--- config.mk ---
export PLATFORM = sky130hd
export DESIGN_NAME = mac_tc_16_40
export DESIGN_NICKNAME = d
export VERILOG_FILES = /design/src/rtl/mac_tc_pkg.sv /design/src/rtl/mul_tc_16_16.sv /design/src/rtl/mac_tc_16_40.sv
export SDC_FILE = /design/constraint.sdc
export NUM_CORES = 1
export LEC_CHECK = 0
export CORE_MARGIN = 4
export CORE_UTILIZATION = 45
export CTS_CLUSTER_SIZE = 25
export DETAILED_ROUTE_END_ITERATION = 16
export PLACE_DENSITY = 0.62
export SYNTH_ARGS = -nofsm -noshare
export SYNTH_HDL_FRONTEND = slang
export SYNTH_HIERARCHICAL = 1
export SYNTH_SLANG_ARGS = --single-unit
--- constraint.sdc ---
create_clock -name clk -period 8.3 [get_ports clk]
set_input_delay 2.49 -clock clk [delete_from_list [all_inputs] [get_ports clk]]
set_output_delay 2.49 -clock clk [all_outputs]
set_load 0.02 [all_outputs]
--- src/rtl/mac_tc_pkg.sv ---
// Shared widths and arithmetic helpers for the 16x16 -> 40-bit signed MAC.
package mac_tc_pkg;

    localparam int PROD_W    = 32;  // full width of a 16x16 signed product
    localparam int ACC_W_DEF = 40;  // default accumulator / result width
    localparam int CNT_W_DEF = 9;   // default beat-counter width

    // Signed-add overflow: both operands share a sign and the result does not.
    function automatic logic add_ovf(input logic a_sign, input logic b_sign, input logic s_sign);
        return (a_sign == b_sign) && (s_sign != a_sign);
    endfunction

endpackage

--- src/rtl/mul_tc_16_16.sv ---
// Combinational 16x16 two's-complement multiplier with a full 32-bit product.
module mul_tc_16_16 (
    input  logic [15:0] a,
    input  logic [15:0] b,
    output logic [31:0] p
);

    // Full-precision signed product; 32 bits can never overflow for 16x16 inputs.
    assign p = $signed(a) * $signed(b);

endmodule

--- src/rtl/mac_tc_16_40.sv ---
// Streaming signed dot-product engine: a registered product stage (P) feeds an
// accumulate stage (A) that emits one result per vector through a
// valid/ready output register with backpressure.
module mac_tc_16_40
    import mac_tc_pkg::*;
#(
    parameter int ACC_W = ACC_W_DEF,
    parameter int CNT_W = CNT_W_DEF
) (
    input  logic             clk,
    input  logic             rst_n,
    input  logic [15:0]      a,
    input  logic [15:0]      b,
    input  logic             in_valid,
    input  logic             in_last,
    output logic             in_ready,
    output logic [ACC_W-1:0] acc_out,
    output logic [CNT_W-1:0] cnt_out,
    output logic             ovf_out,
    output logic             out_valid,
    input  logic             out_ready
);

    localparam logic [CNT_W-1:0] CNT_ONE = {{(CNT_W-1){1'b0}}, 1'b1};
    localparam logic [CNT_W-1:0] CNT_MAX = {CNT_W{1'b1}};

    logic [PROD_W-1:0] prod_w;

    logic [PROD_W-1:0] prod_q, prod_d;
    logic              p_valid_q, p_valid_d;
    logic              p_last_q, p_last_d;
    logic [ACC_W-1:0]  acc_q, acc_d;
    logic [CNT_W-1:0]  count_q, count_d;
    logic              ovf_q, ovf_d;
    logic              first_q, first_d;
    logic [ACC_W-1:0]  acc_out_q, acc_out_d;
    logic [CNT_W-1:0]  cnt_out_q, cnt_out_d;
    logic              ovf_out_q, ovf_out_d;
    logic              out_valid_q, out_valid_d;

    logic              stall;
    logic              accept;
    logic              advance;
    logic              load;
    logic [ACC_W-1:0]  prod_ext;
    logic [ACC_W-1:0]  base;
    logic [ACC_W-1:0]  sum;
    logic [CNT_W-1:0]  cnt_next;
    logic              ovf_next;

    mul_tc_16_16 u_mul (
        .a (a),
        .b (b),
        .p (prod_w)
    );

    // Pipeline control, stage P/A next-state and output-register next-state.
    always_comb begin
        // A finished vector waiting behind an unconsumed result freezes both stages.
        stall    = p_valid_q && p_last_q && out_valid_q && !out_ready;
        in_ready = !stall;
        accept   = in_valid && !stall;
        advance  = p_valid_q && !stall;
        load     = advance && p_last_q;

        prod_d    = prod_q;
        p_valid_d = p_valid_q;
        p_last_d  = p_last_q;
        if (accept) begin
            prod_d    = prod_w;
            p_valid_d = 1'b1;
            p_last_d  = in_last;
        end else if (!stall) begin
            p_valid_d = 1'b0;
        end

        prod_ext = {{(ACC_W-PROD_W){prod_q[PROD_W-1]}}, prod_q};
        base     = first_q ? '0 : acc_q;
        sum      = base + prod_ext;
        cnt_next = first_q ? CNT_ONE : ((count_q == CNT_MAX) ? count_q : count_q + CNT_ONE);
        ovf_next = (first_q ? 1'b0 : ovf_q) |
                   add_ovf(base[ACC_W-1], prod_ext[ACC_W-1], sum[ACC_W-1]);

        acc_d   = advance ? sum      : acc_q;
        count_d = advance ? cnt_next : count_q;
        ovf_d   = advance ? ovf_next : ovf_q;
        first_d = advance ? p_last_q : first_q;

        acc_out_d   = load ? sum      : acc_out_q;
        cnt_out_d   = load ? cnt_next : cnt_out_q;
        ovf_out_d   = load ? ovf_next : ovf_out_q;
        out_valid_d = load ? 1'b1 : (out_ready ? 1'b0 : out_valid_q);
    end

    // State registers; reset drops any partial vector and arms a fresh one.
    always_ff @(posedge clk or negedge rst_n) begin
        if (!rst_n) begin
            prod_q      <= '0;
            p_valid_q   <= 1'b0;
            p_last_q    <= 1'b0;
            acc_q       <= '0;
            count_q     <= '0;
            ovf_q       <= 1'b0;
            first_q     <= 1'b1;
            acc_out_q   <= '0;
            cnt_out_q   <= '0;
            ovf_out_q   <= 1'b0;
            out_valid_q <= 1'b0;
        end else begin
            prod_q      <= prod_d;
            p_valid_q   <= p_valid_d;
            p_last_q    <= p_last_d;
            acc_q       <= acc_d;
            count_q     <= count_d;
            ovf_q       <= ovf_d;
            first_q     <= first_d;
            acc_out_q   <= acc_out_d;
            cnt_out_q   <= cnt_out_d;
            ovf_out_q   <= ovf_out_d;
            out_valid_q <= out_valid_d;
        end
    end

    assign acc_out   = acc_out_q;
    assign cnt_out   = cnt_out_q;
    assign ovf_out   = ovf_out_q;
    assign out_valid = out_valid_q;

endmodule

==> qor.yml, run 1 <==
tightestPinTransition_ps: 739.7
first_iter_violations: 649
cts_root_buffer: "clkbuf_16"
synth-simple-area-share_pct: 17.45
ff2ff_path_depth: 12
num-nets-final: 2524
route.detailed.drc: 0
synth_top_family_by_area: "adder cells"
slowest_delay_ps: 570
cp.required_ps: 8600
syn-num-nets: 2330
final_common_cell: "nand2_1"
ios: 89
cts_tree: "done"
tns_ps: 0
core_mm2: 0.03793
yosysWarnings: 6
synth_compound_area_share_pct: 8.822
grt_pass1_vias: 14130
antenna_found_initial: 0
synthAdderAreaFrac_pct: 38.90
grt.total_usage_pct: 19.86
muxShareOfSynthArea_pct: 3.261
synth_edf_count: 0
diodes: 0
drive_gt1_share_pct: 13.29
synth-seq-cells: 136
layout_common_cells: "nand2_1, inv_1, fa_1"
dp_hpwl_mm: 33.07
first_pass_iters: 5
clk_latency_ps: 420
routed_wl_mm: 40.26
numPortBuffers: 88
rsz0062_at_grt: "no"
relSlewSlack_pct: 50.69
fin_crit_ps: 8134
clk_pin_slew_ps: 60
gr-total-overflow: 0
seq_area_frac_synth_pct: 19.50
die_h_um: 205.0
drv_slew: 0
cp_cell_sequence: "clkdlybuf4s50_1 > buf_4 > nand2_1 > fa_1 > inv_1 > fa_1 > ha_1 > fa_1 > fa_1 > inv_1 > fa_1 > inv_1 > ha_1 > buf_4 > and3_4 > a221oi_2 > o31ai_2 > a211oi_2 > o21bai_1 > a21o_1 > a21oi_2 > xnor2_1 > mux2_2"
fp.dieW_um: 205.0
cts_hold_buf: 0
syn_area_per_cell_um2: 9.150
crit_fanout: 11
hold_class: "reg -> reg"
timing.final.crit_share_pct: 98.00
slowest_stage: "clkdlybuf4s50_1"
hold_depth: 2
postSynth.asyncResetShare_pct: 100.0
cp-end-kind: "register"
vias: 13320
run_status: "completed"
synth_cells: 1908
ys_types: 68
antenna_left: 0
start_kind: "input port"
arrival_ps: 8430
final-setup-viol-count: 0
syn_area_mm2: 0.01746
grt_max_degree: 80
grt_pass1_wl_mm: 68.77
cts_buffers: 17
rows: 71
clk_path_buf_depth: 2
synth_xor_xnor_area_share_pct: 3.963
clkSinkCount: 136
multi_input_area_mm2: 0.01272
fin_skew_ps: 12.18
crit_type: "in -> reg"
finalHoldViolations: 0
wl_per_cell_um: 15.34
maxCapViolations: 0
gp_congestion: 0.8851
clock.fmax_ghz: 0.1229
nFillCells: 3455
cp_common_cell: "fa_1"
initial_core_util_pct: 46.02
vias_per_cell: 5.073
area_growth_pct: 18.38
dieArea_mm2: 0.04201
htree_levels: 4
dominantRegCellSynth: "dfrtp_1"
seq_area_mm2: 0.003405
final_util_pct: 54.48
synth_stat cells, drive strengths merged (2+ instances only):
library cell / count / area, µm²
or3: 3 / 18.77
nor2b: 46 / 287.8
nand2: 350 / 1314
a21o: 20 / 152.7
mux2i: 4 / 40.04
o21bai: 12 / 90.09
ha: 122 / 1526
dfrtp: 135 / 3378
nor3: 12 / 65.06
buf: 12 / 51.30
or2: 2 / 12.51
a211oi: 11 / 112.6
fa: 263 / 5265
o21ai: 57 / 285.3
o22a: 2 / 17.52
a221o: 2 / 21.27
mux2: 47 / 529.3
and3: 6 / 38.79
clkbuf: 61 / 229.0
and2: 129 / 807.0
a21oi: 65 / 332.8
inv: 302 / 1134
nand4: 9 / 56.30
o31ai: 8 / 70.06
o211a: 2 / 20.02
o221ai: 3 / 38.79
a211o: 2 / 17.52
nand2b: 9 / 56.30
o21a: 6 / 45.04
nor4: 2 / 12.51
nand3: 22 / 110.1
a2111oi: 3 / 38.79
a21boi: 5 / 41.29
a31oi: 6 / 37.54
o211ai: 9 / 86.33
nor2: 58 / 217.7
o22ai: 6 / 37.54
xnor2: 63 / 551.8
a221oi: 3 / 32.53
and4: 2 / 17.52
xor2: 16 / 140.1
worst max-delay path: cells and delay by family:
kind | cells | cell delay (ps)
fa+ha+maj | 7 | 2940
mux | 1 | 270
compound gates | 6 | 1260
xor+xnor | 1 | 80
buf+inv | 6 | 1110
simple gates | 2 | 260
flip-flops by register name (all words and copies together) (netlist names):
register	cells
acc_q	40
acc_out	40
first_q	1
out_valid	1
cnt_out	9
p_valid_q	1
prod_q	32
p_last_q	1
ovf_q	1
count_q	9
ovf_out	1
path summary, 6_finish.rpt:
path	start	to	slack, ps
max	a[2]	prod_q[25]	170
min	acc_q[0]	acc_q[0]	470
max reg2reg	first_q	acc_q[38]	4370
min reg2reg	acc_q[0]	acc_q[0]	470
max in group asynchronous	rst_n	prod_q[6]	4930
min in group asynchronous	rst_n	acc_out[35]	2100
metrics by stage:
step	hold WS (ps)	cells	setup slack (ps)	instance area, µm²
2_1_floorplan	437.9	1908	150.2	17460
3_3_place_gp	449.6	2591	-364.2	19890
3_5_place_dp	454.3	2591	-479.2	19890
4_1_cts	468.4	2623	17.72	20520
5_1_grt	483.4	2625	7.932	20670
6_report	465.2	2625	166.3	20670
repair_timing:
action	in CTS	in global routing
cloned	0	2
gates resized for setup	4	38
endpoints found under the hold margin	0	0
pin swaps	1	12
buffers inserted	1	0
endpoints found under the setup margin	5	10
cells by family after synthesis:
kind of cell,count (synthesis)
AND/OR/NAND/NOR,654
adder cells (fa/ha/maj),385
buffers and inverters,375
multiplexers,51
XOR/XNOR,79
AO/OA/AOI/OAI,228
flip-flops,136
routing by layer:
layer | routed length (µm) | share of wire (%) | vias up | GRT usage [%]
met2 | 20790 | 52 | 211 | 35.33
met3 | 1244 | 3.1 | 64 | 2.422
li1 | - | - | 6342 | -
met5 | 0 | 0 | - | 0
met1 | 17430 | 43 | 6700 | 26.17
met4 | 794 | 2.0 | 0 | 4.306
final cells by class:
type | count | share of cell area, %
flip-flops and latches | 136 | 16.47
repair buffers | 248 | 10.33
clock inverters | 13 | 0.9868
well taps | 511 | 3.094
clock buffers | 18 | 2.077
inverters | 302 | 5.485
multi-input cells | 1397 | 61.56
Power of run 1 is not shown: default switching activity piles up to over one toggle a cycle in this logic, so the estimate is an artifact.
==> run 2: changes to the inputs <==
clock period = 8.8 ns   (was 8.3 ns; I/O delays follow)
==> qor.yml, run 2 (synthesized netlist as in run 1, its figures left out) <==
run_status: "completed"
dp_hpwl_mm: 32.02  # -3.2%
numPortBuffers: 88  # unchanged
arrival_ps: 8750  # +320 ps
vias: 13010  # -2.3%
crit_type: "in -> reg"
clkSinkCount: 136  # unchanged
drv_slew: 0  # unchanged
initial_core_util_pct: 46.02  # unchanged
dieArea_mm2: 0.04201  # unchanged
htree_levels: 4  # unchanged
drive_gt1_share_pct: 9.907  # -3.4 points
gr-total-overflow: 0  # unchanged
core_mm2: 0.03793  # unchanged
routed_wl_mm: 39.22  # -2.6%
post-place-ws_ps: -288.6  # +190.6 ps
dp.cells: 2529  # -2.4%
final_common_cell: "nand2_1"
first_pass_iters: 5  # unchanged
area_growth_pct: 14.91
first_iter_violations: 746  # +15%
antenna_left: 0  # unchanged
finalHoldViolations: 0  # unchanged
start_kind: "input port"
gp_congestion: 0.8840  # -0.12%
clock.fmax_ghz: 0.1186
worst_slack_ps: 366.8  # +200.5 ps
crit_fanout: 7  # -4
clk_latency_ps: 440  # +20 ps
r2r-end: "acc_q[38]"
ff2ff_path_depth: 13  # +1
tightestPinTransition_ps: 764.2  # +24.47 ps
num-nets-final: 2459  # -2.6%
wl_per_cell_um: 15.32  # -0.11%
timing.final.crit_share_pct: 95.83
grt_max_degree: 84  # +5.0%
fin_skew_ps: 13.85  # +1.676 ps
hold_depth: 2  # unchanged
grt_pass1_wl_mm: 67.72  # -1.5%
cts_buffers: 17  # unchanged
clk_pin_slew_ps: 60  # about the same
relSlewSlack_pct: 49.05  # -1.6 points
maxCapViolations: 0  # unchanged
route.detailed.drc: 0  # unchanged
die_h_um: 205.0  # unchanged
hold_class: "reg -> reg"
min_to: "acc_q[26]"
grt_pass1_vias: 13850  # -2.0%
cts_tree: "done"
final_cells: 2560  # -2.5%
holdWs_ps: 464.4  # -0.7300 ps
cts_root_buffer: "clkbuf_16"
rrSetupSlack_ps: 4620  # +250 ps
crit-reg2reg-launch: "first_q"
grt.total_usage_pct: 19.57  # -0.28 points
fin_crit_ps: 8433
cp.required_ps: 9120  # +520 ps
ios: 89  # unchanged
antenna_found_initial: 0  # unchanged
final-setup-viol-count: 0  # unchanged
fp.dieW_um: 205.0  # unchanged
layout_common_cells: "nand2_1, inv_1, fa_1"
nFillCells: 3569  # +3.3%
rsz0062_at_grt: "no"
clk_path_buf_depth: 2  # unchanged
vias_per_cell: 5.080  # +0.14%
diodes: 0  # unchanged
min_from: "acc_q[26]"
cp-end-kind: "register"
rows: 71  # unchanged
## run 2: per-layer routing
metal	vias up	wire length (µm)	GRT usage [%]
met5	-	0	0
met4	0	376	3.684
met3	28	987	1.979
met2	176	20540	34.73
met1	6590	17320	26.41
li1	6211	-	-
## run 2: metrics by stage
stage / setup TNS, ps / utilization (%) / area, µm²
global placement: -699.8 / 51.20 / 19420
floorplan: 0 / - / 17460
global route: 0 / 52.89 / 20060
CTS: 0 / 52.82 / 20040
finish: 0 / 52.89 / 20060
detailed placement: -978.6 / 51.20 / 19420
## run 2: what timing repair did
item | 4_1_cts | 5_1_grt
hold buffers | 0 | 0
setup endpoints to repair | 0 | 2
gates resized for setup | 0 | 4
buffers inserted | 0 | 0
## run 2: worst max-delay path by stage
stage                     depth (start not counted)         end  slack, ps  from
final                                            22  prod_q[30]        370  a[7]
after detailed placement                         22  prod_q[30]       -290  b[5]
after global placement                           22  prod_q[30]       -220  b[5]
after CTS                                        22  prod_q[30]        150  b[5]
after floorplan                                  23  prod_q[25]        500  b[7]
after global routing                             23  prod_q[28]        110  b[4]
## run 2: critical path, cell delays in order
cell	delay (ps)
clkdlybuf4s50_1	560
and2_1	260
fa_1	530
inv_1	50
fa_1	390
fa_1	550
inv_1	50
fa_1	440
fa_1	520
inv_1	50
fa_1	470
inv_1	40
ha_1	300
a21o_2	240
a311o_2	390
a31oi_1	250
nand2_1	80
o21a_1	220
a41oi_2	210
a21oi_1	110
xor2_1	140
mux2_2	250
## run 2: cell type report
| class | instances | area, µm² | share of cell area [%] |
|---|---|---|---|
| tap | 511 | 639.4 | 3.187 |
| clock buffer | 24 | 501.7 | 2.501 |
| multi-input combinational | 1397 | 12670 | 63.14 |
| timing repair buffer | 183 | 1600 | 7.977 |
| sequential | 136 | 3405 | 16.97 |
| inverter | 302 | 1134 | 5.651 |
| clock inverter | 7 | 115.1 | 0.5738 |
Power of run 2 is left out for the same reason.
